**config.mk**
```make
export PLATFORM = sky130hd
export DESIGN_NAME = load_store_unit_flat
export DESIGN_NICKNAME = d
export VERILOG_FILES = /design/src/rtl/load_store_unit_if.sv /design/src/rtl/load_store_unit.sv /design/src/flat_wrapper.sv
export SDC_FILE = /design/constraint.sdc
export NUM_CORES = 1
export LEC_CHECK = 0
export BUFFER_PORTS_ARGS = -buffer_cell sky130_fd_sc_hd__buf_2
export CAP_MARGIN = 20
export CORE_MARGIN = 1.5
export CORE_UTILIZATION = 49
export DETAILED_ROUTE_END_ITERATION = 16
export GPL_TIMING_DRIVEN = 0
export PLACE_DENSITY = 0.89
export SETUP_SLACK_MARGIN = 0.05
export SYNTH_ARGS = -nofsm -noshare
export SYNTH_HDL_FRONTEND = slang
export SYNTH_SLANG_ARGS = --single-unit
```
**constraint.sdc**
```tcl
create_clock -name clk -period 2.6 [get_ports clk]
set_input_delay 0.26 -clock clk [delete_from_list [all_inputs] [get_ports clk]]
set_output_delay 0.26 -clock clk [all_outputs]
set_load 0.01 [all_outputs]
```
**src/rtl/load_store_unit_if.sv**
```systemverilog
// Command, data-memory and response signals of the load/store unit.
// The unit itself uses the slave view; the core/memory environment uses master.
interface load_store_unit_if;
  logic        req_valid;
  logic        req_ready;
  logic        req_we;
  logic [2:0]  req_memop;
  logic [31:0] req_addr;
  logic [31:0] req_wdata;
  logic        mem_req;
  logic        mem_we;
  logic [3:0]  mem_be;
  logic [31:0] mem_addr;
  logic [31:0] mem_wdata;
  logic        mem_gnt;
  logic        mem_rvalid;
  logic [31:0] mem_rdata;
  logic        resp_valid;
  logic [31:0] resp_rdata;
  logic        resp_err;

  modport master (
    output req_valid, req_we, req_memop, req_addr, req_wdata,
    output mem_gnt, mem_rvalid, mem_rdata,
    input  req_ready, mem_req, mem_we, mem_be, mem_addr, mem_wdata,
    input  resp_valid, resp_rdata, resp_err
  );

  modport slave (
    input  req_valid, req_we, req_memop, req_addr, req_wdata,
    input  mem_gnt, mem_rvalid, mem_rdata,
    output req_ready, mem_req, mem_we, mem_be, mem_addr, mem_wdata,
    output resp_valid, resp_rdata, resp_err
  );
endinterface

```
**src/rtl/load_store_unit.sv**
```systemverilog
// Single-outstanding load/store unit: checks alignment/memop, drives byte lanes
// on a word-wide memory port, and returns extended load data.
module load_store_unit #(
  parameter int unsigned TIMEOUT = 255
) (
  input logic               clk,
  input logic               rst,
  load_store_unit_if.slave  bus
);
  typedef enum logic [1:0] {IDLE, REQ, WAIT_R, RESP} state_e;

  state_e      state_q;
  logic        req_ready_q, mem_req_q, mem_we_q, resp_valid_q, resp_err_q;
  logic [3:0]  mem_be_q;
  logic [31:0] mem_addr_q, mem_wdata_q, resp_rdata_q;
  logic [2:0]  memop_q;
  logic [1:0]  addr_lo_q;
  logic [7:0]  cnt_q;

  logic        is_half, is_word, err_d;
  logic [3:0]  be_d;
  logic [31:0] wdata_d, shifted, ext_d;
  logic        tmo;

  // Decode of the command presented in IDLE.
  always_comb begin
    is_half = (bus.req_memop == 3'b001) || (!bus.req_we && bus.req_memop == 3'b100);
    is_word = (bus.req_memop == 3'b010);
    err_d   = (bus.req_we ? (bus.req_memop > 3'b010) : (bus.req_memop > 3'b100))
            || (is_half && bus.req_addr[0])
            || (is_word && (bus.req_addr[1:0] != 2'b00));
    if (is_word) begin
      be_d    = 4'b1111;
      wdata_d = bus.req_wdata;
    end else if (is_half) begin
      be_d    = 4'b0011 << bus.req_addr[1:0];
      wdata_d = {2{bus.req_wdata[15:0]}};
    end else begin
      be_d    = 4'b0001 << bus.req_addr[1:0];
      wdata_d = {4{bus.req_wdata[7:0]}};
    end
  end

  // Lane select and extension of the returned read word.
  always_comb begin
    shifted = bus.mem_rdata >> {addr_lo_q, 3'b000};
    case (memop_q)
      3'b000:  ext_d = {{24{shifted[7]}}, shifted[7:0]};
      3'b001:  ext_d = {{16{shifted[15]}}, shifted[15:0]};
      3'b011:  ext_d = {24'h0, shifted[7:0]};
      3'b100:  ext_d = {16'h0, shifted[15:0]};
      default: ext_d = bus.mem_rdata;
    endcase
  end

  assign tmo = (cnt_q == 8'(TIMEOUT - 1));

  always_ff @(posedge clk) begin
    if (rst) begin
      state_q      <= IDLE;
      req_ready_q  <= 1'b1;
      mem_req_q    <= 1'b0;
      mem_we_q     <= 1'b0;
      mem_be_q     <= 4'b0;
      mem_addr_q   <= 32'h0;
      mem_wdata_q  <= 32'h0;
      resp_valid_q <= 1'b0;
      resp_err_q   <= 1'b0;
      resp_rdata_q <= 32'h0;
      memop_q      <= 3'b0;
      addr_lo_q    <= 2'b0;
      cnt_q        <= 8'h0;
    end else begin
      case (state_q)
        IDLE: if (bus.req_valid) begin
          req_ready_q <= 1'b0;
          memop_q     <= bus.req_memop;
          addr_lo_q   <= bus.req_addr[1:0];
          mem_we_q    <= bus.req_we;
          mem_be_q    <= be_d;
          mem_addr_q  <= {bus.req_addr[31:2], 2'b00};
          mem_wdata_q <= wdata_d;
          cnt_q       <= 8'h0;
          if (err_d) begin
            state_q      <= RESP;
            resp_valid_q <= 1'b1;
            resp_err_q   <= 1'b1;
            resp_rdata_q <= 32'h0;
          end else begin
            state_q   <= REQ;
            mem_req_q <= 1'b1;
          end
        end
        REQ: begin
          if (bus.mem_gnt) begin
            mem_req_q <= 1'b0;
            cnt_q     <= cnt_q + 8'd1;
            if (mem_we_q) begin
              state_q      <= RESP;
              resp_valid_q <= 1'b1;
              resp_err_q   <= 1'b0;
              resp_rdata_q <= 32'h0;
            end else begin
              state_q <= WAIT_R;
            end
          end else if (tmo) begin
            mem_req_q    <= 1'b0;
            state_q      <= RESP;
            resp_valid_q <= 1'b1;
            resp_err_q   <= 1'b1;
            resp_rdata_q <= 32'h0;
            cnt_q        <= 8'h0;
          end else begin
            cnt_q <= cnt_q + 8'd1;
          end
        end
        WAIT_R: begin
          if (bus.mem_rvalid || tmo) begin
            state_q      <= RESP;
            resp_valid_q <= 1'b1;
            resp_err_q   <= !bus.mem_rvalid;
            resp_rdata_q <= bus.mem_rvalid ? ext_d : 32'h0;
            cnt_q        <= 8'h0;
          end else begin
            cnt_q <= cnt_q + 8'd1;
          end
        end
        default: begin
          state_q      <= IDLE;
          req_ready_q  <= 1'b1;
          resp_valid_q <= 1'b0;
          resp_err_q   <= 1'b0;
          resp_rdata_q <= 32'h0;
        end
      endcase
    end
  end

  assign bus.req_ready  = req_ready_q;
  assign bus.mem_req    = mem_req_q;
  assign bus.mem_we     = mem_we_q;
  assign bus.mem_be     = mem_be_q;
  assign bus.mem_addr   = mem_addr_q;
  assign bus.mem_wdata  = mem_wdata_q;
  assign bus.resp_valid = resp_valid_q;
  assign bus.resp_rdata = resp_rdata_q;
  assign bus.resp_err   = resp_err_q;
endmodule

```
**src/flat_wrapper.sv**
```systemverilog
// flat-port wrapper written by rule: the top's interface ports become plain ports
module load_store_unit_flat 
#(
  parameter int unsigned TIMEOUT = 255
)
  (clk, rst, bus_req_valid, bus_req_we, bus_req_memop, bus_req_addr, bus_req_wdata, bus_mem_gnt, bus_mem_rvalid, bus_mem_rdata, bus_req_ready, bus_mem_req, bus_mem_we, bus_mem_be, bus_mem_addr, bus_mem_wdata, bus_resp_valid, bus_resp_rdata, bus_resp_err);
  load_store_unit_if bus_i ();
  input logic clk;
  input logic rst;
  input wire logic [$bits(bus_i.req_valid)-1:0] bus_req_valid;
  input wire logic [$bits(bus_i.req_we)-1:0] bus_req_we;
  input wire logic [$bits(bus_i.req_memop)-1:0] bus_req_memop;
  input wire logic [$bits(bus_i.req_addr)-1:0] bus_req_addr;
  input wire logic [$bits(bus_i.req_wdata)-1:0] bus_req_wdata;
  input wire logic [$bits(bus_i.mem_gnt)-1:0] bus_mem_gnt;
  input wire logic [$bits(bus_i.mem_rvalid)-1:0] bus_mem_rvalid;
  input wire logic [$bits(bus_i.mem_rdata)-1:0] bus_mem_rdata;
  output wire logic [$bits(bus_i.req_ready)-1:0] bus_req_ready;
  output wire logic [$bits(bus_i.mem_req)-1:0] bus_mem_req;
  output wire logic [$bits(bus_i.mem_we)-1:0] bus_mem_we;
  output wire logic [$bits(bus_i.mem_be)-1:0] bus_mem_be;
  output wire logic [$bits(bus_i.mem_addr)-1:0] bus_mem_addr;
  output wire logic [$bits(bus_i.mem_wdata)-1:0] bus_mem_wdata;
  output wire logic [$bits(bus_i.resp_valid)-1:0] bus_resp_valid;
  output wire logic [$bits(bus_i.resp_rdata)-1:0] bus_resp_rdata;
  output wire logic [$bits(bus_i.resp_err)-1:0] bus_resp_err;
  assign bus_i.req_valid = bus_req_valid;
  assign bus_i.req_we = bus_req_we;
  assign bus_i.req_memop = bus_req_memop;
  assign bus_i.req_addr = bus_req_addr;
  assign bus_i.req_wdata = bus_req_wdata;
  assign bus_i.mem_gnt = bus_mem_gnt;
  assign bus_i.mem_rvalid = bus_mem_rvalid;
  assign bus_i.mem_rdata = bus_mem_rdata;
  assign bus_req_ready = bus_i.req_ready;
  assign bus_mem_req = bus_i.mem_req;
  assign bus_mem_we = bus_i.mem_we;
  assign bus_mem_be = bus_i.mem_be;
  assign bus_mem_addr = bus_i.mem_addr;
  assign bus_mem_wdata = bus_i.mem_wdata;
  assign bus_resp_valid = bus_i.resp_valid;
  assign bus_resp_rdata = bus_i.resp_rdata;
  assign bus_resp_err = bus_i.resp_err;
  load_store_unit #(.TIMEOUT(TIMEOUT)) u_core (.clk(clk), .rst(rst), .bus(bus_i));
endmodule
```
### Word level (Yosys, flattened, before mapping)

Index checks and enable logic that the tools add are counted.

| storage, ports and cells | value |
|---|---|
| bits in registers | 118 |
| input port bits | 105 |
| output and inout bits | 105 |
| word-level logic and storage cells | 100 |

| cells by class | value |
|---|---|
| add/sub/neg operators | 1 |
| magnitude comparators | 2 |
| equality and inequality tests | 15 |
| shift-type cells | 3 |
| mux-type cells | 44 |
| bitwise gates (word level) | 1 |
| reduce and logical (&&, ||, !) cells | 21 |

Operators with widths:

| operator | number |
|---|---|
| $mux W32 | 9 |
| $pmux W32 S4 | 1 |
| $pmux W32 S3 | 1 |
| $mux W8 | 4 |
| $shr A32 B5 Y16 | 1 |
| $pmux W8 S3 | 1 |
| $mux W1 | 16 |
| $mux W2 | 5 |
| $add A8 B1 Y8 const B | 1 |
| $eq A8 B8 Y1 const B | 1 |
| $mux W4 | 2 |
| $eq A3 B1 Y1 const B | 2 |
| $eq A3 B2 Y1 const B | 2 |
| $eq A3 B3 Y1 const B | 2 |
| $ne A3 B2 Y1 const B | 2 |
| $pmux W1 S3 | 2 |
| $pmux W2 S3 | 1 |
| $reduce_and A2 Y1 | 3 |
| $reduce_and A5 Y1 | 1 |
| $logic_or A1 B1 Y1 | 4 |
| $ne A2 B1 Y1 const B | 2 |
| $ne A2 B2 Y1 const B | 2 |
| $pmux W1 S2 | 2 |
| $reduce_and A4 Y1 | 1 |
| other kinds (15) | 19 |

### Logic depth before layout (Yosys ltp)

Gate-level depths: netlist of the first run.

| logic depth | value |
|---|---|
| depth in word-level cells | 9 |
| gate-level depth with buffers | 9 |
| gate-level depth less buffers | 7 |

### Worst setup path before layout of the first run

Ideal clock, no wire load.

| path | value |
|---|---|
| path kind | reg-to-reg |
| start | reg u_core.state_q[1] |
| end | reg u_core.resp_rdata_q[10], in the netlist u_core.bus.resp_rdata[10] |
| library setup time | 0.117 ns |
| arrival time | 1.798 ns |
| required time | 2.483 ns |
| path slack | 0.685 ns |
| stages on the path, launching flop included | 10 |
| buffers on the path | 2 |
| clock period less this slack | 1.915 ns |
| cell sequence | dfxtp_1 -> inv_1 -> ha_1 -> nor2b_1 -> o22ai_1 -> and3_1 -> buf_4 -> a21oi_2 -> buf_2 -> a22o_1 |

| on the way | value |
|---|---|
| longest elaborated chain between the ends | 3 |
| elaborated cells on any way between the ends | 10 |
| those cells by class | eq/ne (7); mux (1); reduce/logical (2) |

RTL lines:

| element | RTL line | RTL |
|---|---|---|
| start: declaration | load_store_unit.sv:12 | `state_e state_q;` |
| start signal: assignment | load_store_unit.sv:60 | `state_q <= IDLE;` |
| start signal: assignment | load_store_unit.sv:85 | `state_q <= RESP;` |
| start signal: assignment | load_store_unit.sv:90 | `state_q <= REQ;` |
| $eq A2 B1 Y1 (tied with other cells) | load_store_unit.sv:74 | `case (state_q)` |
| $ne A3 B2 Y1 (no source line) (tied with other cells) | -- |  |
| $reduce_and A5 Y1 (no source line) | -- |  |
| end signal: assignment | load_store_unit.sv:122 | `resp_rdata_q <= bus.mem_rvalid ? ext_d : 32'h0;` |
| end: declaration | load_store_unit.sv:15 | `logic [31:0] mem_addr_q, mem_wdata_q, resp_rdata_q;` |

Several ways; a longest one is shown, not always the timed one.
A chain may end at the register's enable or synchronous reset.

### Final worst setup path of the first run

| path | value |
|---|---|
| start | reg u_core.state_q[0] |
| end | reg u_core.resp_rdata_q[21], in the netlist u_core.bus.resp_rdata[21] |

The elaborated chain is that of the path after synthesis.

==> results of run 1 <==
-- metrics by stage --
| stage | cell area (µm²) | instances | utilization |
|---|---|---|---|
| 4_1_cts | 7640 | 1098 | 0.701 |
| 3_5_place_dp | 6700 | 1035 | 0.615 |
| 5_1_grt | 7650 | 1098 | 0.702 |
| 3_3_place_gp | 6700 | 1035 | 0.615 |
| 2_1_floorplan | 5490 | 690 | - |
| 6_report | 7650 | 1098 | 0.702 |
-- how the worst max path moves through the flow --
stage	slack [ns]	start	to
3_3_place_gp	0.32	u_core.state_q[0]	u_core.bus.mem_wdata[7]
5_1_grt	0.07	u_core.state_q[0]	u_core.bus.resp_rdata[26]
2_1_floorplan	0.69	u_core.state_q[1]	u_core.bus.resp_rdata[10]
6_report	0.22	u_core.state_q[0]	u_core.bus.resp_rdata[21]
4_1_cts	0.19	u_core.state_q[0]	u_core.bus.resp_rdata[21]
3_5_place_dp	0.25	u_core.state_q[0]	u_core.bus.mem_wdata[7]
-- cell usage after synthesis, drive strengths merged, types with 2 or more instances --
cell type	n
nand2	130
dfxtp	118
a21oi	106
nor2	59
o21ai	56
clkbuf	38
o2bb2ai	23
mux2i	18
buf	17
a311oi	11
inv	11
mux2	10
a22o	8
ha	7
o2111ai	7
nor3	5
and2	4
nand3	4
nor2b	4
a31oi	3
nand2b	3
nand3b	3
nand4	3
o21bai	3
o221ai	3
xnor2	3
xor2	3
a211oi	2
a2bb2oi	2
and3	2
nor3b	2
nor4	2
o211a	2
o211ai	2
or3	2
or3b	2
-- layout make-up --
type	count	area (µm²)	area share
Timing Repair Buffer	237	1350	0.176
Clock buffer	22	473	0.0618
Tap cell	140	175	0.0229
Clock inverter	9	148	0.0193
Sequential cell	118	2360	0.309
Inverter	11	41.3	0.00540
Multi-Input combinational cell	506	2860	0.373
Buffer	55	248	0.0324
-- layer usage --
metal,GRT usage,vias to the layer above
met3,0.0897,61
met1,0.375,2879
met2,0.546,392
li1,-,2932
met4,0.161,0
met5,0,-
-- critical path, cell delays in order (launching register included) --
cell       delay [ns]
dfxtp_1          0.42
ha_1             0.31
nor2b_2          0.27
o22ai_1          0.15
and3_1           0.18
buf_4            0.17
a21oi_2          0.34
buf_2            0.30
o2bb2ai_1        0.15
-- sequential cells by signal, summed over array words and instances, names as in the netlist, 2 cells and up --
name and flops:
u_core.addr_lo_q 2, u_core.bus.resp_rdata 32, u_core.bus.mem_addr 30, u_core.cnt_q 8
u_core.bus.mem_wdata 32, u_core.bus.mem_be 4, u_core.state_q 2, u_core.memop_q 3
-- what timing repair did --
action | 4_1_cts | 5_1_grt
endpoints found under the setup margin | 0 | 62
resized for setup | 0 | 13
endpoints found under the hold margin | 32 | 0
hold buffers | 32 | 0
-- cells by family after synthesis --
family | Yosys count | share of synthesized area
AO/OA/AOI/OAI | 233 | 0.258
XOR/XNOR | 6 | 0.00957
adder cells (fa/ha/maj) | 7 | 0.0160
buffers and inverters | 66 | 0.0508
flip-flops | 118 | 0.430
multiplexers | 28 | 0.0533
other | 1 | 0.000683
AND/OR/NAND/NOR | 230 | 0.181
-- power breakdown --
group	internal [µW]	switching [µW]	leakage, µW
registers	2120	182	0.000965
clock network	1650	862	0.000307
logic	808	1400	0.00219
-- cells in the final DEF (no fill, tap or decap), types with 8 or more instances in the layout --
cell type	count
buf_2	213
nand2_1	130
dfxtp_1	118
a21oi_1	105
nor2_1	59
o21ai_0	56
clkbuf_1	33
dlygate4sd3_1	32
o2bb2ai_1	23
mux2i_1	18
clkbuf_16	16
inv_1	11
a311oi_1	11
mux2_2	10
a22o_1	8
==> reports/metrics.cfg, run 1 <==
[min_path]
whs_endpoint=u_core.bus.mem_addr[28]
hp-class=in2reg
whs_path_depth=3
min_from=bus_req_addr[28]

[setup_path]
cp_max_fo=10
worstSetupPathType=reg2reg
r2r_start=u_core.state_q[0]
timing.reg2reg.setup_slack_ns=0.22
required_ns=3.03
startpoint_type=flip-flop
reg2regPathDepth=8
timing.rr.end=u_core.bus.resp_rdata[21]
critPathCaptureType=flip-flop
worst_ep_arrival_time_ns=2.81

[route]
vias=6264
highest_layer=met4
final_antenna_net_count=0
met1Wirelength_mm=7.46
totalWireLength_mm=19.1
drc=0
wl_per_cell_um=17.4
wl_met2_mm=9.25
vias_per_cell=5.70
drtPass1Iterations=5
wl_met3_mm=1.75
first_iter_violations=504

[pwr]
total_power_uw=7020
leakagePower_uw=0.00346
power_density_nw_per_um2=918
ir_drop_mv=0.608

[placement]
gp_congestion=0.916
hpwl_mm=12.5
place_ws_ns=0.249
port_buffers=205

[logic_synthesis]
avgSynthCellArea_um2=7.97
yosysTopAreaCellShare=0.430
synth_top_area_cell=dfxtp_1
synth_cell_types=54
syn_area_um2=5490
synth_area_leaders=dfxtp_1 (43%), a21oi_1 (9.6%), nand2_1 (8.9%), o21ai_0 (5.1%), nor2_1 (4.0%)
synth_ff_type=dfxtp_1
syn_inst=689
synth_edf_count=0
yosysWarnings=0
yosysSeqAreaShare=0.430
ys_ff_latch=118
synthArstFlopShare=0

[timing]
final_max_slew_viol_count=0
slew_headroom=0.487
rsz0062_at_grt=no
setup_slack_ns=0.220
period_share=0.915
worst_slew_pin_slew_ns=0.768
hold_viol_final=0
fin_skew_ns=0.00756
setup_viol=0
setup_tns_ns=0
whs_ns=0.00485
min_period_ns=2.38
max_freq_ghz=0.420

[clock_tree]
root_buffer=clkbuf_8
worstSkewPairLatency_ns=0.52
clkTransAtPathRegs_ns=0.06
clock_sinks=118
post_cts_buffers=0
tritoncts=done
cts_htree_levels=4
cts_buffers=17
clk_path_buf_depth=2

[global_route]
grt_max_degree=17
grt-ovfl-total=0
grt_usage=0.323
antenna_found_initial=0
grt_pass1_wl_mm=29.6
grt_pass1_vias=6064

[floorplan]
core_region_area_um2=10900
fp.dieW_um=109
dieArea_um2=11800
dieHeight_um=109
start_util=0.504
rows=38
boundaryPins=210

[run]
cap_violations=0

[cells_and_area]
drive_gt1_frac=0.286
areaGrowthSynthToFinish_pct=39.3
fillCellCount=829
design.final.nets=1058
n_antenna_cell=0

[run_status]
status=completed

Note: power is estimated with default switching activity, not from simulation.
==> run 2: changes to the inputs <==
--- a/config.mk
+++ b/config.mk
@@ -11,7 +11,7 @@
 export CORE_UTILIZATION = 49
 export DETAILED_ROUTE_END_ITERATION = 16
 export GPL_TIMING_DRIVEN = 0
-export PLACE_DENSITY = 0.89
+export PLACE_DENSITY = 0.77
 export SETUP_SLACK_MARGIN = 0.05
 export SYNTH_ARGS = -nofsm -noshare
 export SYNTH_HDL_FRONTEND = slang
==> run 2 against run 1 <==
  * Via count shrank 1.3%
  * Clock power shrank 3%
  * Sequential power is essentially flat
  * First-iteration DRC count grew 1.4%
  * Die area is the same
  * Combinational power is essentially flat
  * Worst setup slack gained 0.020 ns
  * Cell area grew 1.5%
  * Flip-flop and latch count is the same
  * Total power shrank 1.5%
  * Routed wire length shrank 3.1%
  * Global-route usage shrank 0.77 points
  * Largest cell class unchanged
==> reports/metrics.cfg, run 2 (synthesized netlist as in run 1, its figures left out) <==
[cells_and_area]
fin_cells=1113  ; +1.4%
mostFrequentLayoutCells=buf_2 (213), nand2_1 (130), dfxtp_1 (118), a21oi_1 (105), nor2_1 (59)
drive_gt1_frac=0.280  ; -0.00618
design.final.nets=1071  ; +1.2%
final_design_area_no_fill_um2=7760  ; +1.5%
areaGrowthSynthToFinish_pct=41.4
layout_commonest_cell=buf_2

[run]
cap_violations=0  ; unchanged

[global_route]
grt_max_degree=17  ; unchanged
antenna_found_initial=1  ; +1
grt_usage=0.315  ; -0.00765
grt_pass1_vias=5954  ; -1.8%
grt-ovfl-total=0  ; unchanged
grt_pass1_wl_mm=28.6  ; -3.3%

[setup_path]
critPathCaptureType=flip-flop
r2r_start=u_core.state_q[1]
worstPathCellList=inv_1 > ha_1 > clkbuf_1 > and2_1 > clkbuf_1 > clkbuf_1 > nand2_1 > a21oi_1
cp_common_cell=clkbuf_1
worstSetupPathType=reg2reg
cpMaxStageDelayCell=clkbuf_1
cp_max_fo=10  ; unchanged
worst_ep_arrival_time_ns=2.82  ; about the same
worstSetupStartpoint=u_core.state_q[1]
cp_slowest_stage_delay_ns=0.43  ; about the same
required_ns=3.06  ; +0.03 ns
startpoint_type=flip-flop

[timing]
slew_headroom=0.479  ; -0.00761
whs_ns=0.0141  ; +0.00921 ns
period_share=0.908  ; -0.00761
final_max_slew_viol_count=0  ; unchanged
setup_viol=0  ; unchanged
worst_slew_pin_slew_ns=0.779  ; +0.0114 ns
rsz0062_at_grt=yes
fin_skew_ns=0.0117  ; +0.00409 ns
max_freq_ghz=0.424  ; +0.84%
setup_tns_ns=0  ; unchanged
hold_viol_final=0  ; unchanged
min_period_ns=2.36  ; -0.0198 ns

[pwr]
power_density_nw_per_um2=891  ; -3.0%
leakagePower_uw=0.00350  ; +1.0%
ir_drop_mv=0.706  ; +16%

[clock_tree]
clkTransAtPathRegs_ns=0.06  ; about the same
cts_buffers=17  ; unchanged
clk_path_buf_depth=2  ; unchanged
tritoncts=done
post_cts_buffers=0  ; unchanged
worstSkewPairLatency_ns=0.54  ; +0.02 ns
root_buffer=clkbuf_8
clock_sinks=118  ; unchanged
cts_htree_levels=4  ; unchanged

[min_path]
min_from=bus_mem_rdata[28]
hp-class=in2reg

[floorplan]
rows=38  ; unchanged
dieArea_um2=11800  ; unchanged
core_region_area_um2=10900  ; unchanged
boundaryPins=210  ; unchanged
start_util=0.504  ; unchanged
fp.dieW_um=109  ; unchanged
dieHeight_um=109  ; unchanged

[route]
vias_per_cell=5.55  ; -2.7%
final_antenna_net_count=0  ; unchanged
totalWireLength_mm=18.5  ; -3.1%
wl_per_cell_um=16.6  ; -4.4%
first_iter_violations=511  ; +1.4%
vias=6180  ; -1.3%
drtPass1Iterations=5  ; unchanged
drc=0  ; unchanged

[placement]
placed_cells=1035  ; unchanged
gp_congestion=0.917  ; about the same
port_buffers=205  ; unchanged
place_area_um2=6700  ; unchanged
hpwl_mm=12.6  ; +0.59%

[run_status]
status=completed

[run 2: cell count changes in the layout (fill, tap and decap cells not counted), sizes merged]
cell	change
inv	+1
bufinv	-1
diode	+1
clkinvlp	+1
dlygate4sd3	+13
[run 2: routing by layer]
layer,vias to the layer above,share of wire,track usage
met5,-,0,0
met4,0,0.030,0.156
met3,52,0.094,0.0932
met2,292,0.48,0.531
met1,2870,0.39,0.365
li1,2966,-,-
[run 2: worst paths after layout]
check                                            endpoint  slack (ns)  cells after the start
worst min register to register    u_core.bus.mem_addr[15]        0.45                      2
worst max-delay path               u_core.bus.mem_addr[4]        0.24                      8
worst min-delay path            u_core.bus.resp_rdata[28]        0.01                      3
worst max register to register     u_core.bus.mem_addr[4]        0.24                      8
[run 2: power by group]
part / total, µW / internal, µW / leakage (µW) / switching (µW)
clock: 2430 / 1540 / 0.000292 / 889
combinational: 2190 / 818 / 0.00224 / 1370
sequential: 2300 / 2120 / 0.000965 / 176
total: 6920 / 4480 / 0.00350 / 2430
[run 2: per-stage QoR]
stage                     setup WS, ns  power (µW)  utilization
after CTS                        0.211        6870        0.712
after global placement           0.297        4370        0.615
after detailed placement         0.220        4390        0.615
after floorplan                  0.685        3620            -
final                            0.240        6920        0.713
after global routing            0.0530        7260        0.713
[run 2: cell type report]
type / instances / area, µm²
antenna: 1 / 2.50
buffer: 55 / 246
clock buffer: 22 / 463
clock inverter: 10 / 145
fill: 876 / 3120
inverter: 11 / 41.3
multi-input combinational: 506 / 2850
sequential: 118 / 2360
tap: 140 / 175
timing repair buffer: 250 / 1480
[run 2: worst max-delay path, delay by kind of cell (launching register included)]
kind	cells	cell delay [ns]
buffers and inverters	4	1.27
DFF	1	0.35
adders and majority gates	1	0.16
and+or+nand+nor	2	0.35
AOI/OAI and AO/OA	1	0.15
[run 2: repair_timing]
action                     4_1_cts  5_1_grt
gates resized for setup          0       10
hold endpoints to repair        45        0
setup endpoints to repair        0       20
hold buffers                    45        0
